[src/rtl/sum_sched_pkg.sv]
// Shared types and constants for the bounded-sum run scheduler.
package sum_sched_pkg;

  localparam int DEF_W         = 11;
  localparam int DEF_TOTAL_MAX = 250;
  localparam int DEF_ACC_MAX   = 150;

  typedef enum logic [1:0] {
    ST_IDLE = 2'd0,
    ST_LOAD = 2'd1,
    ST_RUN  = 2'd2,
    ST_DONE = 2'd3
  } state_t;

  function automatic logic [DEF_W-1:0] min_w(input logic [DEF_W-1:0] a,
                                             input logic [DEF_W-1:0] b);
    return (a < b) ? a : b;
  endfunction

endpackage

[src/rtl/sum_datapath.sv]
// Counting datapath: i steps up to Leff, sn follows i while i is within Aeff.
module sum_datapath
  import sum_sched_pkg::*;
#(
  parameter int W = DEF_W
) (
  input  logic         i_clk,
  input  logic         i_rst_n,
  input  logic         i_load,
  input  logic         i_en,
  input  logic [W-1:0] i_leff,
  input  logic [W-1:0] i_aeff,
  output logic [W-1:0] o_i,
  output logic [W-1:0] o_sn
);

  logic [W-1:0] r_i;
  logic [W-1:0] r_sn;

  always_ff @(posedge i_clk or negedge i_rst_n) begin
    if (!i_rst_n) begin
      r_i  <= W'(1);
      r_sn <= '0;
    end else if (i_load) begin
      r_i  <= W'(1);
      r_sn <= '0;
    end else if (i_en && (r_i <= i_leff)) begin
      r_i <= r_i + W'(1);
      if (r_i <= i_aeff) begin
        r_sn <= r_sn + W'(1);
      end
    end
  end

  assign o_i  = r_i;
  assign o_sn = r_sn;

endmodule

[src/rtl/sum_run_sched.sv]
// Two-requester round-robin scheduler driving the bounded-sum datapath,
// with a sticky checker on the invariant sn == min(i-1, Aeff).
//
// state | meaning
// IDLE  | sample requests, pick a grant
// LOAD  | reset datapath, latch clamped limits of the granted requester
// RUN   | step datapath until i passes Leff
// DONE  | one-cycle ack to the granted requester, result valid
module sum_run_sched
  import sum_sched_pkg::*;
#(
  parameter int W         = DEF_W,
  parameter int TOTAL_MAX = DEF_TOTAL_MAX,
  parameter int ACC_MAX   = DEF_ACC_MAX
) (
  input  logic         i_clk,
  input  logic         i_rst_n,
  input  logic [1:0]   i_req,
  input  logic [W-1:0] i_lim0,
  input  logic [W-1:0] i_lim1,
  input  logic [W-1:0] i_acc0,
  input  logic [W-1:0] i_acc1,
  output logic [1:0]   o_ack,
  output logic [W-1:0] o_result,
  output logic         o_busy,
  output logic         o_gnt_id,
  output logic [W-1:0] o_i,
  output logic [W-1:0] o_sn,
  output logic         o_err
);

  localparam logic [W-1:0] L_TMAX = W'(TOTAL_MAX);
  localparam logic [W-1:0] L_AMAX = W'(ACC_MAX);

  state_t       r_state;
  state_t       w_state_nxt;
  logic         r_ptr;
  logic         r_gnt;
  logic         w_gnt_nxt;
  logic [W-1:0] r_leff;
  logic [W-1:0] r_aeff;
  logic [W-1:0] r_result;
  logic         r_err;

  logic [W-1:0] w_i;
  logic [W-1:0] w_sn;
  logic [W-1:0] w_lim;
  logic [W-1:0] w_acc;
  logic [W-1:0] w_leff;
  logic [W-1:0] w_aeff;
  logic [W-1:0] w_sn_exp;
  logic         w_load;
  logic         w_en;
  logic         w_run_end;

  assign w_lim     = r_gnt ? i_lim1 : i_lim0;
  assign w_acc     = r_gnt ? i_acc1 : i_acc0;
  assign w_leff    = min_w(w_lim, L_TMAX);
  assign w_aeff    = min_w(min_w(w_acc, L_AMAX), w_leff);
  assign w_load    = (r_state == ST_LOAD);
  assign w_en      = (r_state == ST_RUN);
  assign w_run_end = w_en && (w_i > r_leff);
  assign w_sn_exp  = min_w(w_i - W'(1), r_aeff);

  always_comb begin
    w_state_nxt = r_state;
    w_gnt_nxt   = r_gnt;
    case (r_state)
      ST_IDLE: begin
        if (i_req != 2'b00) begin
          w_state_nxt = ST_LOAD;
          // On contention the pointer names the requester not served last.
          w_gnt_nxt   = (&i_req) ? r_ptr : i_req[1];
        end
      end
      ST_LOAD: w_state_nxt = ST_RUN;
      ST_RUN: begin
        if (w_i > r_leff) begin
          w_state_nxt = ST_DONE;
        end
      end
      ST_DONE: w_state_nxt = ST_IDLE;
      default: w_state_nxt = ST_IDLE;
    endcase
  end

  always_ff @(posedge i_clk or negedge i_rst_n) begin
    if (!i_rst_n) begin
      r_state  <= ST_IDLE;
      r_gnt    <= 1'b0;
      r_ptr    <= 1'b0;
      r_leff   <= '0;
      r_aeff   <= '0;
      r_result <= '0;
      r_err    <= 1'b0;
    end else begin
      r_state <= w_state_nxt;
      r_gnt   <= w_gnt_nxt;
      if (w_load) begin
        r_leff <= w_leff;
        r_aeff <= w_aeff;
      end
      // sn is frozen once i passes Leff, so capturing on RUN exit is the final sum.
      if (w_run_end) begin
        r_result <= w_sn;
      end
      if (r_state == ST_DONE) begin
        r_ptr <= ~r_gnt;
      end
      if (w_en && (w_sn != w_sn_exp)) begin
        r_err <= 1'b1;
      end
    end
  end

  sum_datapath #(.W(W)) u_dp (
    .i_clk   (i_clk),
    .i_rst_n (i_rst_n),
    .i_load  (w_load),
    .i_en    (w_en),
    .i_leff  (r_leff),
    .i_aeff  (r_aeff),
    .o_i     (w_i),
    .o_sn    (w_sn)
  );

  assign o_ack    = (r_state == ST_DONE) ? {r_gnt, ~r_gnt} : 2'b00;
  assign o_busy   = (r_state != ST_IDLE);
  assign o_gnt_id = r_gnt;
  assign o_result = r_result;
  assign o_i      = w_i;
  assign o_sn     = w_sn;
  assign o_err    = r_err;

endmodule

[config.mk]
export PLATFORM = sky130hd
export DESIGN_NAME = sum_run_sched
export DESIGN_NICKNAME = d
export VERILOG_FILES = /design/src/rtl/sum_sched_pkg.sv /design/src/rtl/sum_datapath.sv /design/src/rtl/sum_run_sched.sv
export SDC_FILE = /design/constraint.sdc
export NUM_CORES = 1
export LEC_CHECK = 0
export ABC_AREA = 1
export CORE_MARGIN = 2
export CORE_UTILIZATION = 35
export CTS_CLUSTER_SIZE = 14
export DETAILED_ROUTE_END_ITERATION = 16
export PLACE_DENSITY_LB_ADDON = 0.1
export SLEW_MARGIN = 20
export SYNTH_ARGS = -nofsm -noshare
export SYNTH_HDL_FRONTEND = slang
export SYNTH_SLANG_ARGS = --single-unit
[constraint.sdc]
create_clock -name i_clk -period 3.1 [get_ports i_clk]
set_input_delay 0.93 -clock i_clk [delete_from_list [all_inputs] [get_ports i_clk]]
set_output_delay 0.93 -clock i_clk [all_outputs]
set_load 0.02 [all_outputs]
==> reports/metrics.cfg <==
[detailed_routing]
ant_nets=0
vias_per_cell=4.80
vias=5016
drt_iter0_markers=217
dr.pass1.iters=4
wire_per_inst_microns=13.3
wl_microns=13900
post-route-drc-count=0

[yosys]
yosys.area_share.simple_pct=34.0
synth_mux_area_share_pct=0
syn_avg_cell_area_sq_um=6.79
synthXorXnorAreaFrac_pct=3.12
synth_top_area_cell=dfrtp_1
ys_async_sr_fraction_pct=100
synthAdderAreaFrac_pct=13.1
synth_area_leaders=dfrtp_1 (31%), nand2_1 (18%), ha_1 (13%)
syn_area_sq_um=4770
synth_top_flop_cell=dfrtp_1
synth_compound_area_share_pct=9.80
synthTopCellsByCount=nand2_1 (230), inv_1 (81), nor2_1 (63)
yosysWarnings=0
syn-instance-count=703
netlist.area_leader.share_pct=30.9
synth_cell_types=34
synth_edf_count=0
yosys_register_bits=60
ys_seq_area_share_pct=31.5
yosys.cell_count.top_type=nand2_1
synth_top_family_by_area=simple AND/OR/NAND/NOR gates

[finish]
antenna_cells=0
final_cell_area_sq_um=6990
drive_above_1_share_pct=19.1
multi_input_area_sq_um=3210
syn_to_final_growth_pct=46.4
seqCellArea_sq_um=1500
finalNetCount=961
stdcell_count=1044
fillers=1358

[placed_design]
dpl-instance-area_sq_um=6270
dp.cells=1015
place_congestion=0.868
io_buffers=85
dp_hpwl_microns=10900

[timing]
hold_violations=0
setup_violations=0
slew_headroom_pct=57.7
tightest_slew_ns=0.635
skew_ns=0.00653
min_period_over_period_pct=95.5
fmax_mhz=338
maxSlewViolCount=0
final.min_clock_period_ns=2.96
tns_ns=0
rsz0062_at_grt=yes

[cts]
insertion_delay_ns=0.34
path_clk_slew_ns=0.05
htreeDepth=3
cts_tree=done
cts.sinks=60
numCtsBuffers=9
cts_buffer_depth=2
cts-root-buf=clkbuf_16

[die]
pin_count=86
die_area_sq_um=14600
fp.dieW_microns=121
num_rows=42
coreArea_sq_um=13300
die_y_microns=121
start_util_pct=35.9

[grt]
grt_use_met2_pct=35.7
grt_busiest_layer=met2
met3_usage_pct=3.68
grt_usage_pct=19.7
first_global_vias=4937
antenna_found_initial=0
grt_start_max_net_pins=39
overflow=0
gr-usage-met1_pct=22.5
grt_pass1_wl_microns=22800

[min_path]
hp-class=flip-flop to flip-flop

[power_and_ir_drop]
power.leakage_nw=3.42
power_mw=7.18
ir_drop_mv=0.490
p_per_area_nw_per_um2=1030

[outcome]
status=finished clean

[setup_path]
cp_max_fo=8
crit_required_ns=3.33
startpoint_type=input port
path_class=input port to flip-flop
worstSetupEndpointType=flip-flop
worstPathArrival_ns=3.19

[run]
cap_violations=0

kinds of logic after synthesis:
| group | after synthesis |
|---|---|
| AOI/OAI and AO/OA | 87 |
| other | 2 |
| xor gates and xnor gates | 17 |
| and+or+nand+nor | 386 |
| adders and majority gates | 50 |
| buffers and inverters | 101 |
| DFF | 60 |
metrics by stage:
step	util [%]	worst slack [ns]	hold slack, ns
after floorplan	-	0.00855	0.448
after global placement	47.2	-0.319	0.452
after detailed placement	47.2	-0.400	0.448
after CTS	49.7	0.0166	0.463
after global routing	52.6	-0.0610	0.501
final	52.6	0.139	0.460
cells in the final DEF, fill, tap and decap left out, drive strengths merged, types with 10 or more instances in the layout:
| master | n |
|---|---|
| a21oi | 27 |
| buf | 75 |
| clkbuf | 12 |
| clkdlybuf4s50 | 84 |
| dfrtp | 59 |
| ha | 50 |
| inv | 84 |
| nand2 | 236 |
| nand3 | 60 |
| nand4 | 10 |
| nor2 | 66 |
| nor3 | 11 |
| o21ai | 48 |
| xor2 | 17 |
repair_timing:
action / 4_1_cts / 5_1_grt
setup endpoints to repair: 9 / 9
setup buffers: 0 / 10
hold buffers: 0 / 0
pin swaps: 3 / 26
gates cloned: 1 / 2
gates resized for setup: 9 / 65
layout make-up:
class | instances | share of cell area [%]
Inverter | 85 | 4.56
Clock buffer | 12 | 3.67
Tap cell | 176 | 3.15
Clock inverter | 4 | 0.680
Timing Repair Buffer | 159 | 20.5
Multi-Input combinational cell | 548 | 45.9
Sequential cell | 60 | 21.5
final timing paths:
path	start	end	slack [ns]	cells past startpoint
setup / recovery	i_acc0[6]	r_aeff[1]$_DFFE_PN0P_	0.14	18
hold / removal	o_err$_DFFE_PN0P_	o_err$_DFFE_PN0P_	0.46	2
setup reg to reg	u_dp.o_i[1]$_DFFE_PN0P_	o_err$_DFFE_PN0P_	0.15	22
hold reg to reg	o_err$_DFFE_PN0P_	o_err$_DFFE_PN0P_	0.46	2
max in group asynchronous	i_rst_n	o_result[3]$_DFFE_PN0P_	1.88	2
min in group asynchronous	i_rst_n	r_leff[8]$_DFFE_PN0P_	0.61	1
power by group:
part	internal [mW]	total [mW]	leakage [nW]	switching (mW)
combinational	2.13	4.99	2.49	2.86
sequential	0.992	1.17	0.782	0.176
clock	0.662	1.02	0.149	0.358
total	3.78	7.18	3.42	3.39
per-layer routing:
metal	wire length, microns	vias up
met5	0	-
met4	487	0
met3	565	33
met2	6970	118
met1	5850	2275
li1	-	2590
registers in the layout, indices dropped and copies added (netlist names):
signal and cells:
o_result 11, r_aeff 11, r_leff 11, u_dp.o_i 11, u_dp.o_sn 11, r_state 2, o_err 1, o_gnt_id 1
r_ptr 1
worst max-delay path, cell delays in order:
cell and delay [ns]:
clkdlybuf4s50_1 0.45, nand2_1 0.05, nand2_1 0.10, inv_1 0.05, nand2_1 0.07, nor2_2 0.04, nand2_2 0.08, nand3_4 0.12
nor2_4 0.11, inv_1 0.07, ha_4 0.27, a21oi_2 0.05, o21a_1 0.22, o221a_4 0.30, nand2_8 0.09, nand2_2 0.05
nand3_1 0.07, nand2_1 0.06
(Power assumes the default switching activity.)
